$ cat config.mk
export PLATFORM = sky130hd
export DESIGN_NAME = stopwatch_sseg_src_flat
export DESIGN_NICKNAME = d
export VERILOG_FILES = /design/src/rtl/stopwatch_sseg_src_if.sv /design/src/rtl/stopwatch_sseg_src.sv /design/src/flat_wrapper.sv
export SDC_FILE = /design/constraint.sdc
export NUM_CORES = 1
export LEC_CHECK = 0
export BUFFER_PORTS_ARGS = -buffer_cell sky130_fd_sc_hd__buf_2
export CAP_MARGIN = 20
export CORE_MARGIN = 3
export CORE_UTILIZATION = 40
export CTS_BUF_LIST = sky130_fd_sc_hd__clkbuf_4 sky130_fd_sc_hd__clkbuf_8
export DETAILED_ROUTE_END_ITERATION = 12
export SYNTH_ARGS = -nofsm -noshare
export SYNTH_HDL_FRONTEND = slang
export SYNTH_SLANG_ARGS = --single-unit
$ cat constraint.sdc
create_clock -name clk -period 3.7 [get_ports clk]
set_input_delay 0.37 -clock clk [delete_from_list [all_inputs] [get_ports clk]]
set_output_delay 0.37 -clock clk [all_outputs]
set_load 0.005 [all_outputs]
$ cat src/rtl/stopwatch_sseg_src_if.sv
`default_nettype none
// +--------------------------------------------------------------------------+
// | Module   : stopwatch_sseg_src_if                                         |
// | Purpose  : Bundles the stopwatch buttons and display-side outputs.       |
// |            master = button/board side, slave = stopwatch core.           |
// | Signals  : go, clr             raw buttons (async, active-high)          |
// |            seg0..seg3 [6:0]    active-low segment patterns, bit0=a       |
// |            running             1 while counting                          |
// |            ovf                 sticky 9999->0000 wrap flag               |
// | Revision : 1.0  initial release                                          |
// +--------------------------------------------------------------------------+
interface stopwatch_sseg_src_if;
  logic       go;
  logic       clr;
  logic [6:0] seg0;
  logic [6:0] seg1;
  logic [6:0] seg2;
  logic [6:0] seg3;
  logic       running;
  logic       ovf;

  modport master (
    output go, clr,
    input  seg0, seg1, seg2, seg3, running, ovf
  );

  modport slave (
    input  go, clr,
    output seg0, seg1, seg2, seg3, running, ovf
  );
endinterface
`default_nettype wire

$ cat src/rtl/stopwatch_sseg_src.sv
`default_nettype none
// +--------------------------------------------------------------------------+
// | Module   : stopwatch_sseg_src                                            |
// | Purpose  : Four-digit BCD stopwatch producing registered 7-segment       |
// |            patterns for a time-multiplexed display driver. Digit 0 is    |
// |            the rightmost (least significant) digit.                      |
// | Ports    : clk      system clock, rising edge                            |
// |            rst_n    asynchronous active-low reset                        |
// |            sw       stopwatch_sseg_src_if.slave (go, clr, seg0..3,       |
// |                     running, ovf)                                        |
// | Params   : TICK_DIV clk cycles per count increment (2..2^24)             |
// |            CNT_W    prescaler width, 2^CNT_W >= TICK_DIV                 |
// | Options  : LZ_BLANK_EN  define to blank leading zeros on seg3..seg1      |
// | Revision : 1.0  initial release                                          |
// +--------------------------------------------------------------------------+
module stopwatch_sseg_src #(
  parameter int TICK_DIV = 500000,
  parameter int CNT_W    = 24
) (
  input  wire logic           clk,
  input  wire logic           rst_n,
  stopwatch_sseg_src_if.slave sw
);

  localparam logic [CNT_W-1:0] c_TICK_MAX = CNT_W'(TICK_DIV - 1);
  localparam logic [6:0]       c_GLYPH0   = 7'b1000000;
  localparam logic [6:0]       c_BLANK    = 7'b1111111;
`ifdef LZ_BLANK_EN
  localparam logic [6:0]       c_LEAD_RST = c_BLANK;
`else
  localparam logic [6:0]       c_LEAD_RST = c_GLYPH0;
`endif

  typedef enum logic [0:0] {
    ST_STOP = 1'b0,
    ST_RUN  = 1'b1
  } state_t;

  // ---------------------------------------------------------------------
  // Button conditioning: s1/s2 resolve metastability, s3 is the previous
  // sample so s2 & ~s3 gives one pulse per press however long it is held.
  // ---------------------------------------------------------------------
  logic r_go_s1, r_go_s2, r_go_s3;
  logic r_clr_s1, r_clr_s2, r_clr_s3;
  logic w_go_pulse, w_clr_pulse;

  always_ff @(posedge clk or negedge rst_n) begin
    if (!rst_n) begin
      r_go_s1  <= 1'b0;
      r_go_s2  <= 1'b0;
      r_go_s3  <= 1'b0;
      r_clr_s1 <= 1'b0;
      r_clr_s2 <= 1'b0;
      r_clr_s3 <= 1'b0;
    end else begin
      r_go_s1  <= sw.go;
      r_go_s2  <= r_go_s1;
      r_go_s3  <= r_go_s2;
      r_clr_s1 <= sw.clr;
      r_clr_s2 <= r_clr_s1;
      r_clr_s3 <= r_clr_s2;
    end
  end

  assign w_go_pulse  = r_go_s2 & ~r_go_s3;
  assign w_clr_pulse = r_clr_s2 & ~r_clr_s3;

  // ---------------------------------------------------------------------
  // BCD increment with ripple carry across all four digits in one cycle.
  // ---------------------------------------------------------------------
  logic [3:0][3:0] r_dig;
  logic [3:0][3:0] w_dig_inc;
  logic            w_carry;
  logic            w_wrap;

  always_comb begin
    w_dig_inc = r_dig;
    w_carry   = 1'b1;
    for (int i = 0; i < 4; i++) begin
      if (w_carry) begin
        if (r_dig[i] == 4'd9) begin
          w_dig_inc[i] = 4'd0;
        end else begin
          w_dig_inc[i] = r_dig[i] + 4'd1;
          w_carry      = 1'b0;
        end
      end
    end
  end

  // Carry out of digit 3 means 9999 -> 0000.
  assign w_wrap = (r_dig == 16'h9999);

  // ---------------------------------------------------------------------
  // Control FSM, prescaler and digit counter. clr has priority over both
  // go and a coincident tick. The prescaler only advances in RUN, so a
  // partial interval survives a pause.
  // ---------------------------------------------------------------------
  state_t           r_state;
  logic             r_running;
  logic             r_ovf;
  logic [CNT_W-1:0] r_presc;

  always_ff @(posedge clk or negedge rst_n) begin
    if (!rst_n) begin
      r_state   <= ST_STOP;
      r_running <= 1'b0;
      r_ovf     <= 1'b0;
      r_presc   <= '0;
      r_dig     <= '0;
    end else if (w_clr_pulse) begin
      r_state   <= ST_STOP;
      r_running <= 1'b0;
      r_ovf     <= 1'b0;
      r_presc   <= '0;
      r_dig     <= '0;
    end else begin
      if (r_state == ST_RUN) begin
        if (r_presc == c_TICK_MAX) begin
          r_presc <= '0;
          r_dig   <= w_dig_inc;
          if (w_wrap) begin
            r_ovf <= 1'b1;
          end
        end else begin
          r_presc <= r_presc + CNT_W'(1);
        end
      end
      if (w_go_pulse) begin
        if (r_state == ST_RUN) begin
          r_state   <= ST_STOP;
          r_running <= 1'b0;
        end else begin
          r_state   <= ST_RUN;
          r_running <= 1'b1;
        end
      end
    end
  end

  // ---------------------------------------------------------------------
  // Segment encoding (active-low, bit6=g .. bit0=a), one register stage.
  // ---------------------------------------------------------------------
  function automatic logic [6:0] glyph(input logic [3:0] d);
    logic [6:0] g;
    case (d)
      4'd0:    g = 7'b1000000;
      4'd1:    g = 7'b1111001;
      4'd2:    g = 7'b0100100;
      4'd3:    g = 7'b0110000;
      4'd4:    g = 7'b0011001;
      4'd5:    g = 7'b0010010;
      4'd6:    g = 7'b0000010;
      4'd7:    g = 7'b1111000;
      4'd8:    g = 7'b0000000;
      4'd9:    g = 7'b0010000;
      default: g = 7'b1111111;
    endcase
    return g;
  endfunction

  // A digit is blanked when it and every more-significant digit are zero.
  logic [3:0] w_blank;

  always_comb begin
    w_blank = 4'b0000;
`ifdef LZ_BLANK_EN
    w_blank[3] = (r_dig[3] == 4'd0);
    w_blank[2] = w_blank[3] && (r_dig[2] == 4'd0);
    w_blank[1] = w_blank[2] && (r_dig[1] == 4'd0);
`endif
  end

  logic [6:0] r_seg [4];

  always_ff @(posedge clk or negedge rst_n) begin
    if (!rst_n) begin
      r_seg[0] <= c_GLYPH0;
      for (int i = 1; i < 4; i++) begin
        r_seg[i] <= c_LEAD_RST;
      end
    end else begin
      for (int i = 0; i < 4; i++) begin
        r_seg[i] <= w_blank[i] ? c_BLANK : glyph(r_dig[i]);
      end
    end
  end

  assign sw.seg0    = r_seg[0];
  assign sw.seg1    = r_seg[1];
  assign sw.seg2    = r_seg[2];
  assign sw.seg3    = r_seg[3];
  assign sw.running = r_running;
  assign sw.ovf     = r_ovf;

endmodule
`default_nettype wire

$ cat src/flat_wrapper.sv
// flat-port wrapper written by rule: the top's interface ports become plain ports
module stopwatch_sseg_src_flat 
#(
  parameter int TICK_DIV = 500000,
  parameter int CNT_W    = 24
)
  (clk, rst_n, sw_go, sw_clr, sw_seg0, sw_seg1, sw_seg2, sw_seg3, sw_running, sw_ovf);
  stopwatch_sseg_src_if sw_i ();
  input  wire logic clk;
  input  wire logic rst_n;
  input wire logic [$bits(sw_i.go)-1:0] sw_go;
  input wire logic [$bits(sw_i.clr)-1:0] sw_clr;
  output wire logic [$bits(sw_i.seg0)-1:0] sw_seg0;
  output wire logic [$bits(sw_i.seg1)-1:0] sw_seg1;
  output wire logic [$bits(sw_i.seg2)-1:0] sw_seg2;
  output wire logic [$bits(sw_i.seg3)-1:0] sw_seg3;
  output wire logic [$bits(sw_i.running)-1:0] sw_running;
  output wire logic [$bits(sw_i.ovf)-1:0] sw_ovf;
  assign sw_i.go = sw_go;
  assign sw_i.clr = sw_clr;
  assign sw_seg0 = sw_i.seg0;
  assign sw_seg1 = sw_i.seg1;
  assign sw_seg2 = sw_i.seg2;
  assign sw_seg3 = sw_i.seg3;
  assign sw_running = sw_i.running;
  assign sw_ovf = sw_i.ovf;
  stopwatch_sseg_src #(.TICK_DIV(TICK_DIV), .CNT_W(CNT_W)) u_core (.clk(clk), .rst_n(rst_n), .sw(sw_i));
endmodule
# Yosys cells after proc, flatten, opt, wreduce, memory -nomap -nowiden
# Memory sizes are Yosys's and may differ from the RTL's. A register that Yosys moved wholly into a read port is not among the register bits.
# Index checks and enable logic that the tools add are counted.
# Widths: inputs -> output; s select.
# op_classes
n_addsub,5
eq_ne,6
n_mux,25
bitwise,4
n_reduce_logical,16
# op_table
operator,n
$mux 24,3
$mux 16,3
$mux 4,7
$add 24x1->24 const B,1
$eq 24x19->1 const B,1
$add 4x1->4 const B,4
$eq 16x16->1 const B,1
$eq 4x4->1 const B,4
$reduce_bool 2->1,7
$mux 1,12
$reduce_and 3->1,4
$logic_not 1->1,4
$and 1x1->1,2
$not 1->1,2
$reduce_and 2->1,1
# totals
regBits,48
rom_bits,448
in_bits,4
out_inout_bits,30
elab_cells,73
memories,4
# memory_table
name,words,width,read_ports,rd_clocked_by_memory_dff,wr,line,source
(name not given),16,7,1,1,0,stopwatch_sseg_src.sv:146,case (d)
(name not given),16,7,1,1,0,stopwatch_sseg_src.sv:146,
(name not given),16,7,1,1,0,stopwatch_sseg_src.sv:146,
(name not given),16,7,1,1,0,stopwatch_sseg_src.sv:146,

# Depth between registers and ports, before layout
# Gate-level depths: netlist of run 1.
# depth
ltp_word,8
ltp_mapped,7
mapped_depth_nobuf,7

# Least setup slack after synthesis of run 1
# Ideal clock, no wire load.
# synth_path
path_kind,register to register
from,register u_core.r_dig[5] (netlist bit)
to,register u_core.r_dig[14] (netlist bit)
setup_ns,0.077
arrival_time_ns,1.800
required_ns,3.623
path_slack_ns,1.822
stages_incl_launch_ff,8
n_path_buf,0
synth_period_minus_slack_ns,1.878
cell_sequence,dfrtp_1 inv_1 ha_1 nand3b_1 nor2_2 nand3_4 or4_1 a21oi_1
# synth_between
elab_chain_len,6
# synth_rtl
element,line,source
"start, declared",stopwatch_sseg_src.sv:71,logic [3:0][3:0] r_dig;
"start signal, assigned",stopwatch_sseg_src.sv:121,r_dig <= w_dig_inc;
$eq 4x4->1,stopwatch_sseg_src.sv:81,if (r_dig[i] == 4'd9) begin
$mux 1,stopwatch_sseg_src.sv:81,
$mux 1 (2 in a row),stopwatch_sseg_src.sv:80,if (w_carry) begin
$reduce_bool 2->1 (no line),-,
$reduce_and 3->1 (no line),-,
# No other way between the ends.
# A chain may end at the register's enable or synchronous reset.

# Worst setup path in the final report of run 1
# layout_path
from,register u_core.r_presc[0]
to,register u_core.r_presc[16]
# layout_between
elab_chain_len,4
elab_cells_between_ends,5
classes_between,add/sub: 1; eq/ne: 1; mux: 3
# layout_rtl
element,line,source
"start, declared",stopwatch_sseg_src.sv:102,logic [CNT_W-1:0] r_presc;
"start signal, assigned",stopwatch_sseg_src.sv:126,r_presc <= r_presc + CNT_W'(1);
$add 24x1->24 / $eq 24x19->1 (equally long branches),"stopwatch_sseg_src.sv:126, stopwatch_sseg_src.sv:119",
$mux 24 (*),stopwatch_sseg_src.sv:119,if (r_presc == c_TICK_MAX) begin
$mux 24 (*),stopwatch_sseg_src.sv:118,if (r_state == ST_RUN) begin
$mux 24 (*),stopwatch_sseg_src.sv:111,end else if (w_clr_pulse) begin
# Every way passes the cells marked *; elsewhere a longest branch is shown, timed or not. The select of a mux whose other input is x is not followed.

==> impl_metrics.env, run 1 <==
export IMPL_status="complete, no violations"
export IMPL_synth_edf_count=0
export IMPL_grt_max_degree=77
export IMPL_grt_pass1_wl_mm=12.8
export IMPL_endpoint_kind="flop"
export IMPL_grt_overflow_total=0
export IMPL_area_growth_pct=12.3
export IMPL_avgSynthCellArea_um2=9.70
export IMPL_post_dp_cell_area_um2=4170
export IMPL_multi_input_area_um2=1870
export IMPL_cts_made_buffers=9
export IMPL_firstDrtPassIters=4
export IMPL_crit_fanout=15
export IMPL_drive_gt1_share_pct=16.8
export IMPL_rsz0062_at_grt="false"
export IMPL_cts_num_sinks=76
export IMPL_initial_core_util_pct=41.9
export IMPL_ant_nets=0
export IMPL_final_common_cell="dfrtp_1"
export IMPL_synth_flop_cell="dfrtp_1"
export IMPL_diodes=0
export IMPL_maxSlewHeadroom_pct=32.9
export IMPL_drtIter0Drc=102
export IMPL_pwr_density_cell_nw_per_um2=391
export IMPL_synthArstFlopShare_pct=100
export IMPL_regArea_um2=1910
export IMPL_clock_latency_ns=0.35
export IMPL_synth_area_leader_cell="dfrtp_1"
export IMPL_cap_violations=0
export IMPL_mostFrequentLayoutCells="dfrtp_1, nor2_1, nand2_1, a21oi_1, buf_2"
export IMPL_finalSetupViolCount=0
export IMPL_root_buffer="clkbuf_8"
export IMPL_die_height_um=105
export IMPL_comb_power_share_pct=5.1
export IMPL_p_int_mw=1.33
export IMPL_grt_total_usage_pct=14.0
export IMPL_skew_ns=0.0109
export IMPL_drc=0
export IMPL_clock_fmax_ghz=0.445
export IMPL_clkPwrFrac_pct=44.2
export IMPL_ioPinCount=34
export IMPL_synth_cell_area_um2=3930
export IMPL_fillers=922
export IMPL_min_period_ns=2.25
export IMPL_vias=2899
export IMPL_totalWireLength_mm=7.44
export IMPL_fp_dieW_um=105
export IMPL_synth_top_cell_area_share_pct=45.9
export IMPL_seqPwrFrac_pct=50.8
export IMPL_synth_distinct_cells=54
export IMPL_layout_nets=460
export IMPL_place_hpwl_mm=5.05
export IMPL_worstMarginPinSlew_ns=1.01
export IMPL_ys_seq_elements=76
export IMPL_die_area_um2=11000
export IMPL_core_area_um2=9370
export IMPL_gp_congestion=0.810
export IMPL_power_mw=1.73
export IMPL_vias_per_cell=5.09
export IMPL_arrival_ns=2.52
export IMPL_required_ns=3.97
export IMPL_grt_pass1_vias=2688
export IMPL_synth_seq_area_share_pct=48.6
export IMPL_p_switching_mw=0.392
export IMPL_cts_resized=0
export IMPL_total_leakage_power_nw=2.06
export IMPL_num_rows=35
export IMPL_setup_tns_ns=0
export IMPL_antenna_found_initial=0
export IMPL_synth_nets=430
export IMPL_hold_buffers=0
export IMPL_hold_violations=0
export IMPL_design_area_um2=4410
export IMPL_cts_reportedPaths_clkPinSlew_ns=0.08
export IMPL_cts_tree="done"
export IMPL_yosysWarnings=0
export IMPL_worstSetupPathType="flop to flop"
export IMPL_min_period_over_period_pct=60.8
export IMPL_synthCells=405
export IMPL_p_sw_share_pct=22.7
export IMPL_htree_levels=3
export IMPL_cp_start_kind="flop"
export IMPL_yosys_top_cells_area="dfrtp_1, ha_1, a21oi_1, nor2_1, nand2_1"
export IMPL_worst_ir_drop_vdd_mv=0.205
export IMPL_io_buffers=33
export IMPL_min_path_type="input port to flop"
export IMPL_clockBufferDepth=2
export IMPL_finalMaxSlewViolations=0
export IMPL_wl_per_cell_um=13.1
export IMPL_cts_setup_buffers=0
==> path summary, 6_finish.rpt <==
| kind | start | to | slack, ns | depth (start not counted) |
|---|---|---|---|---|
| worst max-delay path | u_core.r_presc[0] | u_core.r_presc[16] | 1.45 | 6 |
| worst min-delay path | sw_clr | u_core.r_clr_s1 | 0.13 | 1 |
| worst max register to register | u_core.r_presc[0] | u_core.r_presc[16] | 1.45 | 6 |
| worst min register to register | u_core.r_go_s1 | u_core.r_go_s2 | 0.35 | 0 |
| max in group asynchronous | rst_n | u_core.r_presc[9] | 2.91 | 1 |
| min in group asynchronous | rst_n | u_core.sw.seg2[0] | 0.14 | 1 |
==> flip-flops by register name, summed over array words and instances, names as in the netlist <==
register / count
u_core.r_go_s2: 1
u_core.r_go_s3: 1
u_core.r_clr_s3: 1
u_core.r_clr_s2: 1
u_core.sw.ovf: 1
u_core.r_state: 1
u_core.sw.seg3: 7
u_core.r_clr_s1: 1
u_core.sw.seg2: 7
u_core.r_presc: 24
u_core.sw.seg1: 7
u_core.r_go_s1: 1
u_core.r_dig: 16
u_core.sw.seg0: 7
==> logic make-up after synthesis <==
logic type                 after synthesis  share of synthesized area, %
buffers and inverters                   31                          3.95
xor gates and xnor gates                17                          3.79
DFF                                     76                          48.6
adders and majority gates               21                          6.69
and+or+nand+nor                        175                          24.4
muxes                                    3                         0.796
AOI/OAI and AO/OA                       82                          11.8
==> power by group through the flow <==
stage,combinational (mW),sequential [mW],clock (mW)
global route,0.0995,0.881,0.822
global placement,0.0860,0.890,0
detailed placement,0.0901,0.892,0
CTS,0.0904,0.876,0.790
floorplan,0.0627,0.881,0
finish,0.0875,0.877,0.763
==> routing by layer <==
layer	vias to the layer above	track usage (%)	wire length, um
met1	1363	18.7	3690
li1	1464	-	-
met5	-	0	0
met3	13	3.15	273
met2	59	22.0	3350
met4	0	5.62	130
==> synthesized netlist by cell type (5+ instances only) <==
master / count
nand4_1: 9
nor2b_1: 5
dfrtp_1: 72
nor3_1: 12
xor2_1: 10
nand3_1: 15
clkbuf_1: 8
a31oi_1: 10
nand2b_1: 9
o21ai_0: 21
xnor2_1: 7
nor2_1: 47
a21oi_1: 38
inv_1: 16
nand2_1: 39
ha_1: 21
or2_2: 6
==> layout make-up <==
| type | instances | share of cell area (%) |
|---|---|---|
| Clock buffer | 10 | 2.98 |
| Clock inverter | 6 | 2.52 |
| Inverter | 16 | 1.36 |
| Multi-Input combinational cell | 298 | 42.3 |
| Sequential cell | 76 | 43.2 |
| Tap cell | 129 | 3.66 |
| Timing Repair Buffer | 34 | 3.97 |
==> per-stage QoR <==
stage                     hold slack (ns)  util, %  std cells  worst slack (ns)
after detailed placement            0.336     44.5        553              1.48
after global routing                0.112     47.1        569              1.15
after floorplan                    0.0744        -        405              1.82
final                               0.133     47.1        569              1.45
after global placement              0.336     44.5        553              1.55
after CTS                           0.114     47.1        569              1.44
==> critical path: stages (launching register included) <==
cell and delay (ns):
dfrtp_1 0.41, ha_1 0.25, nand4_1 0.17, nor2_4 0.08, a21oi_1 0.80, o21ai_0 0.23
a31oi_1 0.22
(Power assumes the default switching activity.)
==> run 2, diff against run 1 <==
==> constraint.sdc (replaced) <==
create_clock -name clk -period 1.9 [get_ports clk]
set_input_delay 0.19 -clock clk [delete_from_list [all_inputs] [get_ports clk]]
set_output_delay 0.19 -clock clk [all_outputs]
set_load 0.005 [all_outputs]
==> run 2 against run 1 <==
- global-route usage up 1.3 points
- worst hold slack gained 0.22 ns
- clock power up 44%
- critical path depth fell by 1
- first-iteration DRC count rose by 15%
- sequential share of layout area is 3.2 points lower
- clock skew rose by 0.0010 ns
- critical endpoint is now u_core.r_dig[14]
- cell count rose by 8.3%
==> impl_metrics.env, run 2 (synthesized netlist as in run 1, its figures left out) <==
export IMPL_status="complete, no violations"
export IMPL_grt_pass1_wl_mm=14.0
export IMPL_root_buffer="clkbuf_8"
export IMPL_startpoint="u_core.r_presc[19]"
export IMPL_grt_max_degree=48
export IMPL_num_rows=35
export IMPL_min_period_over_period_pct=96.9
export IMPL_skew_ns=0.0119
export IMPL_clock_latency_ns=0.35
export IMPL_mostFrequentLayoutCells="dfrtp_1, nor2_1, buf_4, nand2_1, a21oi_1"
export IMPL_fp_dieW_um=105
export IMPL_cp_start_kind="flop"
export IMPL_min_path_type="flop to flop"
export IMPL_grt_total_usage_pct=15.3
export IMPL_r2r_start="u_core.r_presc[19]"
export IMPL_layout_nets=507
export IMPL_cts_num_sinks=76
export IMPL_cts_tree="done"
export IMPL_final_util_pct=50.9
export IMPL_ioPinCount=34
export IMPL_firstDrtPassIters=4
export IMPL_endpoint_kind="flop"
export IMPL_initial_core_util_pct=41.9
export IMPL_crit_slowest_cell="or4_1"
export IMPL_required_ns=2.16
export IMPL_holdPathStages=0
export IMPL_drive_gt1_share_pct=25.9
export IMPL_place_hpwl_mm=5.73
export IMPL_setup_tns_ns=0
export IMPL_worst_r2r_path_depth=5
export IMPL_cts_made_buffers=9
export IMPL_antenna_found_initial=0
export IMPL_grt_overflow_total=0
export IMPL_largest_reg_flops=24
export IMPL_area_growth_pct=21.4
export IMPL_total_leakage_power_nw=2.28
export IMPL_post_dp_cell_area_um2=4500
export IMPL_top_regs="u_core.r_presc: 24 flops, u_core.r_dig: 16 flops"
export IMPL_wl_met1_mm=3.73
export IMPL_drc=0
export IMPL_min_period_ns=1.84
export IMPL_clockBufferDepth=2
export IMPL_ant_nets=0
export IMPL_cap_violations=0
export IMPL_wl_met2_mm=3.96
export IMPL_final_common_cell="dfrtp_1"
export IMPL_arrival_ns=2.11
export IMPL_finalMaxSlewViolations=0
export IMPL_routed_top_layer="met4"
export IMPL_diodes=0
export IMPL_gp_congestion=0.819
export IMPL_die_area_um2=11000
export IMPL_htree_levels=3
export IMPL_grt_pass1_vias=3006
export IMPL_cts_reportedPaths_clkPinSlew_ns=0.07
export IMPL_crit_fanout=5
export IMPL_min_from="u_core.r_clr_s1"
export IMPL_worstMarginPinSlew_ns=0.605
export IMPL_die_height_um=105
export IMPL_wl_per_cell_um=13.1
export IMPL_worstSetupPathType="flop to flop"
export IMPL_pwr_density_cell_nw_per_um2=638
export IMPL_rsz0062_at_grt="true"
export IMPL_wl_met3_um=298
export IMPL_maxSlewHeadroom_pct=59.7
export IMPL_vias=3081
export IMPL_clock_fmax_ghz=0.543
export IMPL_max_stage_delay_ns=0.50
export IMPL_vias_per_cell=5.00
export IMPL_hold_violations=0
export IMPL_path_cells="nor4b_4 -> and4_4 -> nand3_4 -> or4_1 -> a21oi_1"
export IMPL_design_area_um2=4770
export IMPL_worst_ir_drop_vdd_mv=0.576
export IMPL_core_area_um2=9370
export IMPL_totalWireLength_mm=8.08
export IMPL_top_register="u_core.r_presc"
export IMPL_io_buffers=33
export IMPL_drtIter0Drc=117
export IMPL_finalSetupViolCount=0
run 2: cell count changes in the layout (fill, tap and decap cells not counted), sizes merged:
cell	delta
clkinvlp	-1
dlygate4sd3	+3
inv	-1
buf	+44
clkinv	+2
clkbuf	+3
bufinv	-3
run 2: stage by stage:
| step | std cells | power, mW | setup slack [ns] | hold WS (ns) |
|---|---|---|---|---|
| after floorplan | 405 | 1.84 | 0.0224 | -0.106 |
| after global placement | 594 | 1.97 | 0.102 | 0.238 |
| after detailed placement | 594 | 1.98 | 0.0722 | 0.245 |
| after CTS | 613 | 3.09 | 0.0403 | 0.353 |
| after global routing | 616 | 3.18 | -0.0320 | 0.364 |
| final | 616 | 3.04 | 0.0586 | 0.351 |
run 2: final cells by class:
cell class	instances	area [um^2]
inverters	16	60.1
multi-input cells	298	1900
clock inverters	3	15.0
fillers	895	4600
flip-flops and latches	76	1910
well taps	129	161
repair buffers	81	561
clock buffers	13	160
run 2: critical path, delay by kind of cell, from the launching register on:
kind,cells,cell delay (ns)
AO/OA/AOI/OAI,1,0.15
flip-flops,1,0.41
AND/OR/NAND/NOR,4,1.20
run 2: metal layers:
layer | global-route usage (%) | vias up
li1 | - | 1557
met1 | 19.7 | 1459
met2 | 25.5 | 54
met3 | 3.58 | 11
met4 | 5.06 | 0
met5 | 0 | -
run 2: worst paths after layout:
path,to,slack [ns]
min,u_core.r_clr_s2,0.35
max,u_core.r_dig[14],0.06
max reg2reg,u_core.r_dig[14],0.06
min reg2reg,u_core.r_clr_s2,0.35
min in group asynchronous,u_core.sw.seg2[3],0.40
max in group asynchronous,u_core.r_presc[6],0.91
run 2: power breakdown:
part	switching (mW)	internal [mW]	total [mW]	leakage [nW]
clock network	0.549	0.548	1.10	0.0974
registers	0.0263	1.66	1.68	1.03
logic	0.155	0.111	0.266	1.15
total	0.730	2.31	3.04	2.28
run 2: what timing repair did:
action                                  CTS  global route
endpoints found under the hold margin    44             0
endpoints found under the setup margin    0            11
hold buffers                              3             0
setup buffers                             0             3
gates resized for setup                   0            11
==> run 3, diff against run 2 <==
--- a/config.mk
+++ b/config.mk
@@ -7,10 +7,13 @@
 export LEC_CHECK = 0
 export BUFFER_PORTS_ARGS = -buffer_cell sky130_fd_sc_hd__buf_2
 export CAP_MARGIN = 20
+export CELL_PAD_IN_SITES_DETAIL_PLACEMENT = 1
+export CELL_PAD_IN_SITES_GLOBAL_PLACEMENT = 1
 export CORE_MARGIN = 3
 export CORE_UTILIZATION = 40
 export CTS_BUF_LIST = sky130_fd_sc_hd__clkbuf_4 sky130_fd_sc_hd__clkbuf_8
 export DETAILED_ROUTE_END_ITERATION = 12
+export PLACE_DENSITY_LB_ADDON = 0.1
 export SYNTH_ARGS = -nofsm -noshare
 export SYNTH_HDL_FRONTEND = slang
 export SYNTH_SLANG_ARGS = --single-unit
==> run 3 against run 2 <==
- total power up 11%
- combinational power is 7.5% higher
- maximum frequency up 0.25%
- core utilization increased by 1.4 points
- worst hold slack improved by 0.0079 ns
- via count is 3.7% higher
- sequential share of layout area shrank 1.1 points
- critical path depth shrank 1
- cell area grew 2.8%
- die area stayed put
- cell count up 0.49%
- critical endpoint is now u_core.r_dig[7]
- largest power group unchanged
- highest routed layer unchanged
==> impl_metrics.env, run 3 (synthesized netlist as in run 1, its figures left out) <==
export IMPL_endpoint_kind="flop"
export IMPL_required_ns=2.17
export IMPL_firstDrtPassIters=6
export IMPL_clock_fmax_ghz=0.544
export IMPL_arrival_ns=2.11
export IMPL_top_usage_layer="met2"
export IMPL_core_area_um2=9370
export IMPL_ioPinCount=34
export IMPL_area_growth_pct=24.9
export IMPL_drive_gt1_share_pct=27.8
export IMPL_pwr_density_cell_nw_per_um2=690
export IMPL_clkPwrFrac_pct=41.5
export IMPL_comb_power_share_pct=8.4
export IMPL_cts_num_sinks=76
export IMPL_crit_slowest_cell="or4_1"
export IMPL_status="complete, no violations"
export IMPL_cp_start_kind="flop"
export IMPL_crit_fanout=4
export IMPL_worst_ir_drop_vdd_mv=0.420
export IMPL_die_area_um2=11000
export IMPL_final_cells=619
export IMPL_hold_violations=0
export IMPL_place_hpwl_mm=6.87
export IMPL_grt_max_degree=46
export IMPL_finalSetupViolCount=0
export IMPL_skew_ns=0.00795
export IMPL_final_common_cell="dfrtp_1"
export IMPL_clock_latency_ns=0.35
export IMPL_num_rows=35
export IMPL_use_met2_pct=31.9
export IMPL_diodes=0
export IMPL_drc=0
export IMPL_p_int_mw=2.58
export IMPL_rsz0062_at_grt="true"
export IMPL_fp_dieW_um=105
export IMPL_wl_per_cell_um=15.5
export IMPL_gp_congestion=0.791
export IMPL_place_ws_ns=-0.00527
export IMPL_crit_buf_inv=0
export IMPL_use_met1_pct=24.3
export IMPL_top_regs="u_core.r_presc: 24 flops, u_core.r_dig: 16 flops"
export IMPL_seqPwrFrac_pct=50.0
export IMPL_drtIter0Drc=73
export IMPL_total_leakage_power_nw=2.34
export IMPL_largest_reg_flops=24
export IMPL_mostFrequentLayoutCells="dfrtp_1, nor2_1, buf_4, nand2_1, a21oi_1"
export IMPL_root_buffer="clkbuf_8"
export IMPL_cts_reportedPaths_clkPinSlew_ns=0.08
export IMPL_grt_overflow_total=0
export IMPL_worstMarginPinSlew_ns=0.591
export IMPL_p_switching_mw=0.805
export IMPL_clockBufferDepth=2
export IMPL_totalWireLength_mm=9.59
export IMPL_cts_tree="done"
export IMPL_min_period_over_period_pct=96.7
export IMPL_antenna_found_initial=0
export IMPL_grt_total_usage_pct=18.7
export IMPL_top_register="u_core.r_presc"
export IMPL_finalMaxSlewViolations=0
export IMPL_ant_nets=0
export IMPL_grt_pass1_wl_mm=16.9
export IMPL_dp_cells=594
export IMPL_min_period_ns=1.84
export IMPL_vias=3196
export IMPL_critical_path_top_delay_family="simple AND/OR/NAND/NOR gates"
export IMPL_htree_levels=3
export IMPL_met3_usage_pct=2.72
export IMPL_maxSlewHeadroom_pct=60.6
export IMPL_cap_violations=0
export IMPL_max_stage_delay_ns=0.59
export IMPL_vias_per_cell=5.16
export IMPL_grt_pass1_vias=3457
export IMPL_worst_slack_ns=0.0633
export IMPL_layout_nets=510
export IMPL_path_cells="nor4b_4 -> nand4_1 -> or4_1 -> a31oi_1"
export IMPL_initial_core_util_pct=41.9
export IMPL_io_buffers=33
export IMPL_cts_made_buffers=9
export IMPL_die_height_um=105
export IMPL_p_sw_share_pct=23.8
export IMPL_min_path_type="flop to flop"
export IMPL_worstSetupPathType="flop to flop"
[run 3: changes by cell type in the layout (fill, tap and decap cells not counted), moves of 2 or more]
cell	change
a21oi_1	-2
a21oi_2	+2
buf_6	+3
bufinv_16	+2
clkinv_2	-2
ha_1	-2
[run 3: area by class of cell]
cell class	instances	area, um^2
Fill cell	1111	4470
Multi-Input combinational cell	298	1950
Sequential cell	76	1910
Timing Repair Buffer	84	594
Tap cell	129	161
Clock buffer	12	153
Clock inverter	4	72.6
Inverter	16	60.1
[run 3: worst paths after layout]
kind | from | endpoint | slack [ns] | cells past startpoint
min in group asynchronous | rst_n | u_core.sw.seg2[3] | 0.40 | 2
max | u_core.r_presc[14] | u_core.r_dig[7] | 0.06 | 4
min reg2reg | u_core.r_clr_s1 | u_core.r_clr_s2 | 0.36 | 0
min | u_core.r_clr_s1 | u_core.r_clr_s2 | 0.36 | 0
max reg2reg | u_core.r_presc[14] | u_core.r_dig[7] | 0.06 | 4
max in group asynchronous | rst_n | u_core.r_presc[6] | 0.90 | 3
[run 3: power by group through the flow]
stage	Clock, mW	Sequential (mW)	Combinational (mW)
2_1_floorplan	0	1.72	0.122
3_3_place_gp	0	1.71	0.265
3_5_place_dp	0	1.71	0.271
6_report	1.41	1.69	0.286
4_1_cts	1.45	1.68	0.277
5_1_grt	1.52	1.70	0.322
[run 3: layer usage]
metal / routed length (um) / up-vias
met1: 4560 / 1585
met2: 4680 / 36
met4: 145 / 0
li1: - / 1564
met3: 210 / 11
met5: 0 / -
[run 3: timing repair]
| item | CTS | global route |
|---|---|---|
| hold endpoints to repair | 42 | 0 |
| pin swaps | 2 | 13 |
| hold buffers | 3 | 0 |
| resized for setup | 3 | 22 |
| buffers inserted | 1 | 5 |
| setup endpoints to repair | 2 | 16 |
[run 3: per-stage QoR]
stage / hold WS (ns) / TNS (ns) / power [mW] / area (um^2) / utilization (%)
finish: 0.359 / 0 / 3.39 / 4900 / 52.3
detailed placement: 0.235 / -0.00527 / 1.99 / 4500 / 48.0
floorplan: -0.106 / 0 / 1.84 / 3930 / -
CTS: 0.361 / 0 / 3.41 / 4780 / 51.0
global placement: 0.229 / 0 / 1.98 / 4500 / 48.0
global route: 0.373 / -0.101 / 3.54 / 4900 / 52.3
